**src/rtl/iir_out_serializer.sv**
```systemverilog
// Purpose : buffers 32-bit filter samples in a FIFO and drains them onto a left-justified serial audio link.
// Latency : write at edge N -> pop at edge N+1 -> MSB on sdata after edge N+1; one word per 32*BCLK_DIV clocks.
// Backpr. : none upstream; a write while full is dropped and sets sticky overflow, an empty FIFO at a word boundary sends zeros and sets underrun.
//
// Ports   : clk / reset (synchronous, active-low) / clk_enable (freezes all state when low)
//           data_in + data_valid : sample write strobe from the filter
//           hold                 : pause serial output at the next word boundary
//           sclk, sdata, lrck    : serial link (sdata changes on sclk fall, MSB first)
//           fifo_full, fifo_empty, level : FIFO status; overflow, underrun : sticky error flags
// Option  : define IIR_SER_I2S_DELAY_EN for I2S framing (lrck leads the MSB by one bit period).
module iir_out_serializer #(
    parameter int DEPTH    = 8,
    parameter int BCLK_DIV = 4
) (
    input  logic                     clk,
    input  logic                     reset,
    input  logic                     clk_enable,
    input  logic [31:0]              data_in,
    input  logic                     data_valid,
    input  logic                     hold,
    output logic                     sclk,
    output logic                     sdata,
    output logic                     lrck,
    output logic                     fifo_full,
    output logic                     fifo_empty,
    output logic [$clog2(DEPTH):0]   level,
    output logic                     overflow,
    output logic                     underrun
);

    localparam int AW = $clog2(DEPTH);
    localparam int LW = AW + 1;
    localparam int DW = $clog2(BCLK_DIV);
    localparam logic [DW-1:0] DIV_LAST = DW'(BCLK_DIV - 1);
    localparam logic [DW-1:0] DIV_HALF = DW'(BCLK_DIV / 2);
    localparam logic [LW-1:0] LVL_FULL = LW'(DEPTH);

    typedef enum logic [1:0] {
        IDLE = 2'd0,
        RUN  = 2'd1,
        HOLD = 2'd2
    } state_t;

    state_t          state, state_nxt;
    logic [31:0]     mem [DEPTH];
    logic [AW-1:0]   wr_ptr, rd_ptr;
    logic [LW-1:0]   level_q;
    logic [DW-1:0]   div_cnt;
    logic [4:0]      bit_cnt;
    logic [31:0]     shreg;
    logic            lrck_q, overflow_q, underrun_q;

    logic            pop, load_zero, lrck_tgl, push, div_wrap, word_end;

    assign fifo_empty = (level_q == '0);
    assign fifo_full  = (level_q == LVL_FULL);
    assign div_wrap   = (div_cnt == DIV_LAST);
    assign word_end   = (state == RUN) && div_wrap && (bit_cnt == 5'd31);

    // A pop in the same cycle frees a slot, so a push while full is still taken.
    assign push = data_valid && clk_enable && (!fifo_full || pop);

    always_comb begin
        state_nxt = state;
        pop       = 1'b0;
        load_zero = 1'b0;
        lrck_tgl  = 1'b0;
        case (state)
            IDLE: begin
                // First word after IDLE never moves lrck.
                if (!fifo_empty) begin
                    pop       = 1'b1;
                    state_nxt = RUN;
                end
            end
            RUN: begin
`ifdef IIR_SER_I2S_DELAY_EN
                // Announce the next word one bit early, at the start of the LSB.
                if (div_wrap && bit_cnt == 5'd30) begin
                    lrck_tgl = 1'b1;
                end
`endif
                if (word_end) begin
                    if (hold) begin
                        state_nxt = HOLD;
`ifdef IIR_SER_I2S_DELAY_EN
                        // No next word follows, so take back the early toggle.
                        lrck_tgl  = 1'b1;
`endif
                    end else if (!fifo_empty) begin
                        pop = 1'b1;
`ifndef IIR_SER_I2S_DELAY_EN
                        lrck_tgl = 1'b1;
`endif
                    end else begin
                        load_zero = 1'b1;
`ifndef IIR_SER_I2S_DELAY_EN
                        lrck_tgl = 1'b1;
`endif
                    end
                end
            end
            HOLD: begin
                if (!hold) begin
                    state_nxt = IDLE;
                end
            end
            default: state_nxt = IDLE;
        endcase
    end

    // Storage carries no reset; stale entries are unreachable once the pointers clear.
    always_ff @(posedge clk) begin
        if (push) begin
            mem[wr_ptr] <= data_in;
        end
    end

    always_ff @(posedge clk) begin
        if (!reset) begin
            state      <= IDLE;
            wr_ptr     <= '0;
            rd_ptr     <= '0;
            level_q    <= '0;
            div_cnt    <= '0;
            bit_cnt    <= '0;
            shreg      <= '0;
            lrck_q     <= 1'b0;
            overflow_q <= 1'b0;
            underrun_q <= 1'b0;
        end else if (clk_enable) begin
            state <= state_nxt;

            if (push) begin
                wr_ptr <= wr_ptr + AW'(1);
            end
            if (pop) begin
                rd_ptr <= rd_ptr + AW'(1);
            end
            case ({push, pop})
                2'b10:   level_q <= level_q + LW'(1);
                2'b01:   level_q <= level_q - LW'(1);
                default: level_q <= level_q;
            endcase

            if (data_valid && fifo_full && !pop) begin
                overflow_q <= 1'b1;
            end
            if (load_zero) begin
                underrun_q <= 1'b1;
            end
            if (lrck_tgl) begin
                lrck_q <= ~lrck_q;
            end

            if (state == RUN && !div_wrap) begin
                div_cnt <= div_cnt + DW'(1);
            end else begin
                div_cnt <= '0;
            end

            if (pop) begin
                shreg   <= mem[rd_ptr];
                bit_cnt <= '0;
            end else if (load_zero) begin
                shreg   <= '0;
                bit_cnt <= '0;
            end else if (state == RUN && div_wrap) begin
                shreg   <= {shreg[30:0], 1'b0};
                bit_cnt <= bit_cnt + 5'd1;
            end
        end
    end

    // sclk low for the first half of each bit, so sdata only moves on its fall.
    assign sclk     = (state == RUN) && (div_cnt >= DIV_HALF);
    assign sdata    = (state == RUN) && shreg[31];
    assign lrck     = lrck_q;
    assign level    = level_q;
    assign overflow = overflow_q;
    assign underrun = underrun_q;

endmodule

```
**config.mk**
```make
export PLATFORM = sky130hd
export DESIGN_NAME = iir_out_serializer
export DESIGN_NICKNAME = d
export VERILOG_FILES = /design/src/rtl/iir_out_serializer.sv
export SDC_FILE = /design/constraint.sdc
export NUM_CORES = 1
export LEC_CHECK = 0
export ABC_AREA = 1
export CAP_MARGIN = 20
export CORE_ASPECT_RATIO = 0.6
export CORE_MARGIN = 4
export CORE_UTILIZATION = 56
export DETAILED_ROUTE_END_ITERATION = 10
export PLACE_DENSITY_LB_ADDON = 0.1
export SYNTH_ARGS = -nofsm -noshare
export SYNTH_HDL_FRONTEND = slang
export SYNTH_SLANG_ARGS = --single-unit
```
**constraint.sdc**
```tcl
create_clock -name clk -period 5.8 [get_ports clk]
set_input_delay 1.16 -clock clk [delete_from_list [all_inputs] [get_ports clk]]
set_output_delay 1.16 -clock clk [all_outputs]
set_load 0.01 [all_outputs]
```
==> results of run 1 <==
## cells by family (layout without fill, tap and decap cells)
kind of cell	count (synthesis)	in the layout	share of synthesized area, %
xor+xnor	5	5	0.340
buf+inv	98	145	3.36
fa+ha+maj	9	9	0.932
flops	313	313	68.5
compound gates	214	214	8.46
simple gates	610	610	18.4
## cells in the final DEF (no fill, tap or decap), types with 28 or more instances in the layout
cell type          n
dfxtp_1           55
o21ai_0          132
nor2_1           241
clkbuf_16         28
edfxtp_1         256
o21ai_1           30
clkdlybuf4s50_1   47
inv_1             28
nand2_1          331
a21oi_1           48
## synthesized netlist by cell type
cell,instances,area share (%)
inv_1,28,0.82
buf_1,8,0.23
buf_4,3,0.17
o21ai_2,1,0.068
ha_1,8,0.78
a211oi_1,1,0.058
nand2_2,3,0.15
clkinv_1,1,0.029
nand4_2,1,0.097
o21ai_0,132,5.1
a21oi_1,48,1.9
nor3b_1,1,0.058
nor2_2,1,0.049
xnor2_1,2,0.14
buf_2,25,0.97
fa_1,1,0.16
nand4_1,3,0.15
o21ai_1,30,1.2
nand3b_1,2,0.12
buf_6,3,0.26
nor3_4,1,0.13
a21oi_4,1,0.13
inv_2,1,0.029
nor2_4,1,0.087
nand3_1,10,0.39
nand2_1,331,9.6
nor3_1,11,0.43
xor2_1,3,0.20
dfxtp_1,57,8.9
nor2_1,245,7.1
edfxtp_1,256,60
clkbuf_1,29,0.84
o21a_1,1,0.058
## state kept, by name, indices dropped and copies added, names as in the netlist, 2 cells and up, named ones only
signal   cells
bit_cnt      5
div_cnt      2
level        4
mem        256
rd_ptr       3
shreg       32
state        2
wr_ptr       3
## power breakdown
part | internal (mW) | total, mW | switching [mW] | leakage (nW)
sequential | 2.57 | 2.67 | 0.106 | 2.78
clock | 0.893 | 1.66 | 0.770 | 0.385
combinational | 0.547 | 1.77 | 1.22 | 2.07
## per-layer routing
layer  routed length [um]  share of wire, %  vias up  global-route usage, %
li1                     -                 -     4262                      -
met1                13100                47     4188                   33.3
met2                12300                44      288                   33.4
met3                 1960               7.0       41                   3.34
met4                  528               1.9        0                   4.56
met5                    0                 0        -                      0
## worst paths after layout
check	from	end	depth (start not counted)
min	shreg[6]	shreg[6]	2
max	bit_cnt[0]	mem[0][27]	13
min reg2reg	shreg[6]	shreg[6]	2
max reg2reg	bit_cnt[0]	mem[0][27]	13
## critical path, delay by kind of cell (launching register included)
| family | cells | cell delay [ps] |
|---|---|---|
| buffers and inverters | 3 | 670 |
| flip-flops | 1 | 370 |
| adder cells (fa/ha/maj) | 2 | 420 |
| AND/OR/NAND/NOR | 8 | 1750 |
## final cells by class
class                   count  area (um^2)  share of cell area (%)
clock buffers              40          746                    5.14
clock inverters            11         60.1                   0.414
inverters                  30          114                   0.785
multi-input cells         838         3690                    25.4
flip-flops and latches    313         8830                    60.9
well taps                 308          385                    2.66
repair buffers             64          674                    4.65
## per-stage QoR
step	setup WS, ps	hold WS (ps)	util [%]
after floorplan	1400	439	-
after global placement	1760	449	61.0
after detailed placement	1700	455	61.2
after CTS	2220	466	64.8
after global routing	1960	479	64.9
final	2260	464	64.9
==> flow_metrics.env, run 1 <==
export IMPL_status="finished, final reports clean"
export IMPL_worstPathMaxFanout=20
export IMPL_avgSynthCellArea_um2=10.3
export IMPL_grt_antenna_before_repair=0
export IMPL_crit_chain="ha_1 > nand2_1 > nor2_1 > ha_1 > nand4_2 > inv_1 > nand2_1 > nand3_1 > nand2_1 > inv_1 > nand2_1 > nor2_4 > buf_4"
export IMPL_postLayoutCellArea_um2=14500
export IMPL_first_pass_iters=5
export IMPL_dr_total_vias=8779
export IMPL_synth_nets=1295
export IMPL_postCtsHoldBufs=0
export IMPL_start_kind="flip-flop"
export IMPL_placed_cell_area_um2=13700
export IMPL_ios=48
export IMPL_vias_per_cell=5.47
export IMPL_portBuffers=47
export IMPL_grt_max_degree=93
export IMPL_netlist_area_um2=12900
export IMPL_slew_violations=0
export IMPL_cts_max_path_buffers=3
export IMPL_cts_made_buffers=28
export IMPL_slowest_stage="nor2_4"
export IMPL_nets=1321
export IMPL_dp_hpwl_mm=16.1
export IMPL_diodes=0
export IMPL_clock_latency_ps=540
export IMPL_grt_overflow=0
export IMPL_crit_path_end_kind="flip-flop"
export IMPL_path_clk_slew_ps=70
export IMPL_hold_class="reg -> reg"
export IMPL_final_layout_size_suffix_gt1_share_pct=5.32
export IMPL_critPathKind="reg -> reg"
export IMPL_synthCells=1249
export IMPL_fin_crit_ps=3540
export IMPL_core_um2=22300
export IMPL_final_antenna_net_count=0
export IMPL_ir_drop_mv=0.276
export IMPL_grt_pass1_vias=8233
export IMPL_synth_seq_cells=313
export IMPL_finalSetupViolCount=0
export IMPL_clockRootBuffer="clkbuf_16"
export IMPL_worst_ep_arrival_time_ps=3770
export IMPL_drt_iter0_drc=779
export IMPL_rsz0062_at_grt="no"
export IMPL_die_y_um=126
export IMPL_final_cells=1604
export IMPL_regToRegSetupSlack_ps=2260
export IMPL_slew_headroom_pct=33.2
export IMPL_crit_required_ps=6040
export IMPL_clock_sinks=313
export IMPL_dp_cells=1551
export IMPL_area_growth_syn_to_layout_pct=12.5
export IMPL_timing_hold_violations_final=0
export IMPL_synth_cell_types=33
export IMPL_cp_common_cell="nand2_1"
export IMPL_cts_resized=0
export IMPL_crit_path_max_incr_delay_ps=720
export IMPL_die_area_um2=25600
export IMPL_tightest_slew_ps=1000
export IMPL_min_period_over_period_pct=61.0
export IMPL_grt_use_total_pct=21.7
export IMPL_power_mw=6.10
export IMPL_htree_levels=1
export IMPL_grt_pass1_wl_mm=44.5
export IMPL_fp_dieW_um=204
export IMPL_ys_warn_count=0
export IMPL_initial_utilization_pct=57.7
export IMPL_finalClockSkew_ps=20.2
export IMPL_cts_setup_buffers=0
export IMPL_cts_tree="done"
export IMPL_p_leak_nw=5.23
export IMPL_fillCellCount=1767
export IMPL_yosysSeqAreaShare_pct=68.5
export IMPL_powerDensity_nw_per_um2=421
export IMPL_setup_tns_ps=0
export IMPL_routed_wl_mm=27.9
export IMPL_max_freq_mhz=283
export IMPL_drc_errors=0
export IMPL_drv_cap=0
export IMPL_gp_congestion=0.793
export IMPL_row_count=42
export IMPL_drt_wirelength_per_cell_um=17.4
(Power assumes the default switching activity.)
==> run 2: changes to the inputs <==
- clock period: 5.8 -> 3.7 ns (I/O delays scaled with it)
==> flow_metrics.env, run 2 (synthesis results as in run 1) <==
export IMPL_status="finished, final reports clean"
export IMPL_mostFrequentLayoutCell="nand2_1"
export IMPL_register_area_um2=8830
export IMPL_drv_cap=0
export IMPL_grt_max_degree=83
export IMPL_worst_ep_arrival_time_ps=3300
export IMPL_r2r_start="bit_cnt[0]"
export IMPL_die_area_um2=25600
export IMPL_power_frac_clock_pct=27.9
export IMPL_final_layout_size_suffix_gt1_share_pct=7.03
export IMPL_path_clk_slew_ps=70
export IMPL_finalClockSkew_ps=17.0
export IMPL_grt_pass1_wl_mm=43.9
export IMPL_max_freq_mhz=324
export IMPL_largest_reg_flops=256
export IMPL_area_growth_syn_to_layout_pct=13.4
export IMPL_setup_ws_ps=618
export IMPL_placed_cell_area_um2=13800
export IMPL_setup_tns_ps=0
export IMPL_drt_wirelength_per_cell_um=17.0
export IMPL_fp_dieW_um=204
export IMPL_routed_wl_mm=27.5
export IMPL_ios=48
export IMPL_diodes=0
export IMPL_postLayoutCellArea_um2=14600
export IMPL_internal_power_mw=6.46
export IMPL_initial_utilization_pct=57.7
export IMPL_dp_hpwl_mm=15.5
export IMPL_critPathKind="reg -> reg"
export IMPL_cts_setup_buffers=0
export IMPL_combPwrFrac_pct=29.7
export IMPL_start_kind="flip-flop"
export IMPL_hp_start="shreg[7]"
export IMPL_ir_drop_mv=0.456
export IMPL_rsz0062_at_grt="no"
export IMPL_fillCellCount=1778
export IMPL_netSwitchingPower_mw=3.31
export IMPL_nets=1334
export IMPL_p_leak_nw=5.33
export IMPL_crit_path_end_kind="flip-flop"
export IMPL_whs_path_depth=2
export IMPL_finalSetupViolCount=0
export IMPL_pwr_share_seq_pct=42.4
export IMPL_grt_pass1_vias=8023
export IMPL_grt_overflow=0
export IMPL_slew_violations=0
export IMPL_htree_levels=1
export IMPL_rr_worst_depth=13
export IMPL_die_y_um=126
export IMPL_crit_required_ps=3920
export IMPL_first_pass_iters=5
export IMPL_fin_crit_ps=3080
export IMPL_min_to="shreg[7]"
export IMPL_powerDensity_nw_per_um2=669
export IMPL_hold_class="reg -> reg"
export IMPL_cts_max_path_buffers=3
export IMPL_swShare_pct=33.9
export IMPL_gp_congestion=0.780
export IMPL_regMostFlops="mem"
export IMPL_cts_tree="done"
export IMPL_largestRegisters="mem (256), shreg (32), bit_cnt (5)"
export IMPL_final_cell_mix="331 x nand2_1, 256 x edfxtp_1, 241 x nor2_1, 132 x o21ai_0, 55 x dfxtp_1"
export IMPL_portBuffers=47
export IMPL_postCtsHoldBufs=0
export IMPL_row_count=42
export IMPL_slew_headroom_pct=43.2
export IMPL_timing_hold_violations_final=0
export IMPL_clockRootBuffer="clkbuf_16"
export IMPL_grt_use_total_pct=21.4
export IMPL_multi_input_area_um2=3690
export IMPL_drt_iter0_drc=733
export IMPL_regToRegSetupSlack_ps=620
export IMPL_drc_errors=0
export IMPL_grt_antenna_before_repair=0
export IMPL_final_antenna_net_count=0
export IMPL_regToRegEndpoint="mem[6][25]"
export IMPL_power_mw=9.78
export IMPL_cts_made_buffers=28
export IMPL_worstPathMaxFanout=23
export IMPL_clock_sinks=313
export IMPL_tightest_slew_ps=852
export IMPL_vias_per_cell=5.33
export IMPL_dp_worst_setup_slack_ps=502
export IMPL_min_period_over_period_pct=83.3
export IMPL_dr_total_vias=8607
export IMPL_core_um2=22300
export IMPL_cts_resized=0
export IMPL_clock_latency_ps=530
## run 2: changes by cell type in the layout (fill, tap and decap cells not counted), sizes merged
cell      change
clkbuf        -3
clkinvlp      +1
buf          +14
## run 2: metal layers
layer,up-vias,track usage (%),share of wire [%]
met4,0,3.84,1.6
met3,38,2.80,6.3
met5,-,0,0
met2,246,33.3,44
met1,4035,33.2,48
li1,4288,-,-
## run 2: worst max-delay path, cell delays in order, from the launching register on
cell	delay [ps]
dfxtp_1	370
ha_1	200
nand2_1	60
nor2_1	130
ha_1	180
nand4_2	210
inv_1	170
nand2_1	100
nand3_1	100
nand2_1	220
inv_1	140
nand2_1	240
nor2_4	390
buf_12	240
## run 2: cell type report
cell class / instances / share of cell area [%]
multi-input cells: 838 / 25.2
clock buffers: 38 / 5.54
flip-flops and latches: 313 / 60.4
clock inverters: 12 / 0.411
well taps: 308 / 2.64
inverters: 30 / 0.779
repair buffers: 77 / 5.01
## run 2: how the worst max path moves through the flow
stage / startpoint / to / slack [ps]
3_3_place_gp: hold / mem[6][23] / 530
2_1_floorplan: bit_cnt[0] / mem[1][0] / -380
4_1_cts: bit_cnt[0] / mem[6][18] / 650
3_5_place_dp: hold / mem[6][21] / 500
6_report: bit_cnt[0] / mem[6][25] / 620
5_1_grt: bit_cnt[0] / mem[6][18] / 390
## run 2: per-stage QoR
step | hold slack [ps] | util [%] | instances
2_1_floorplan | 439 | - | 1249
3_3_place_gp | 451 | 61.6 | 1566
3_5_place_dp | 456 | 61.6 | 1566
4_1_cts | 466 | 65.5 | 1616
5_1_grt | 482 | 65.5 | 1616
6_report | 465 | 65.5 | 1616
## run 2: power groups by stage
| stage | Clock (mW) | Sequential, mW | Combinational [mW] |
|---|---|---|---|
| floorplan | 0 | 4.20 | 2.09 |
| global placement | 0 | 4.22 | 2.85 |
| detailed placement | 0 | 4.22 | 2.89 |
| CTS | 2.78 | 4.14 | 2.91 |
| global route | 2.93 | 4.17 | 3.31 |
| finish | 2.73 | 4.15 | 2.90 |
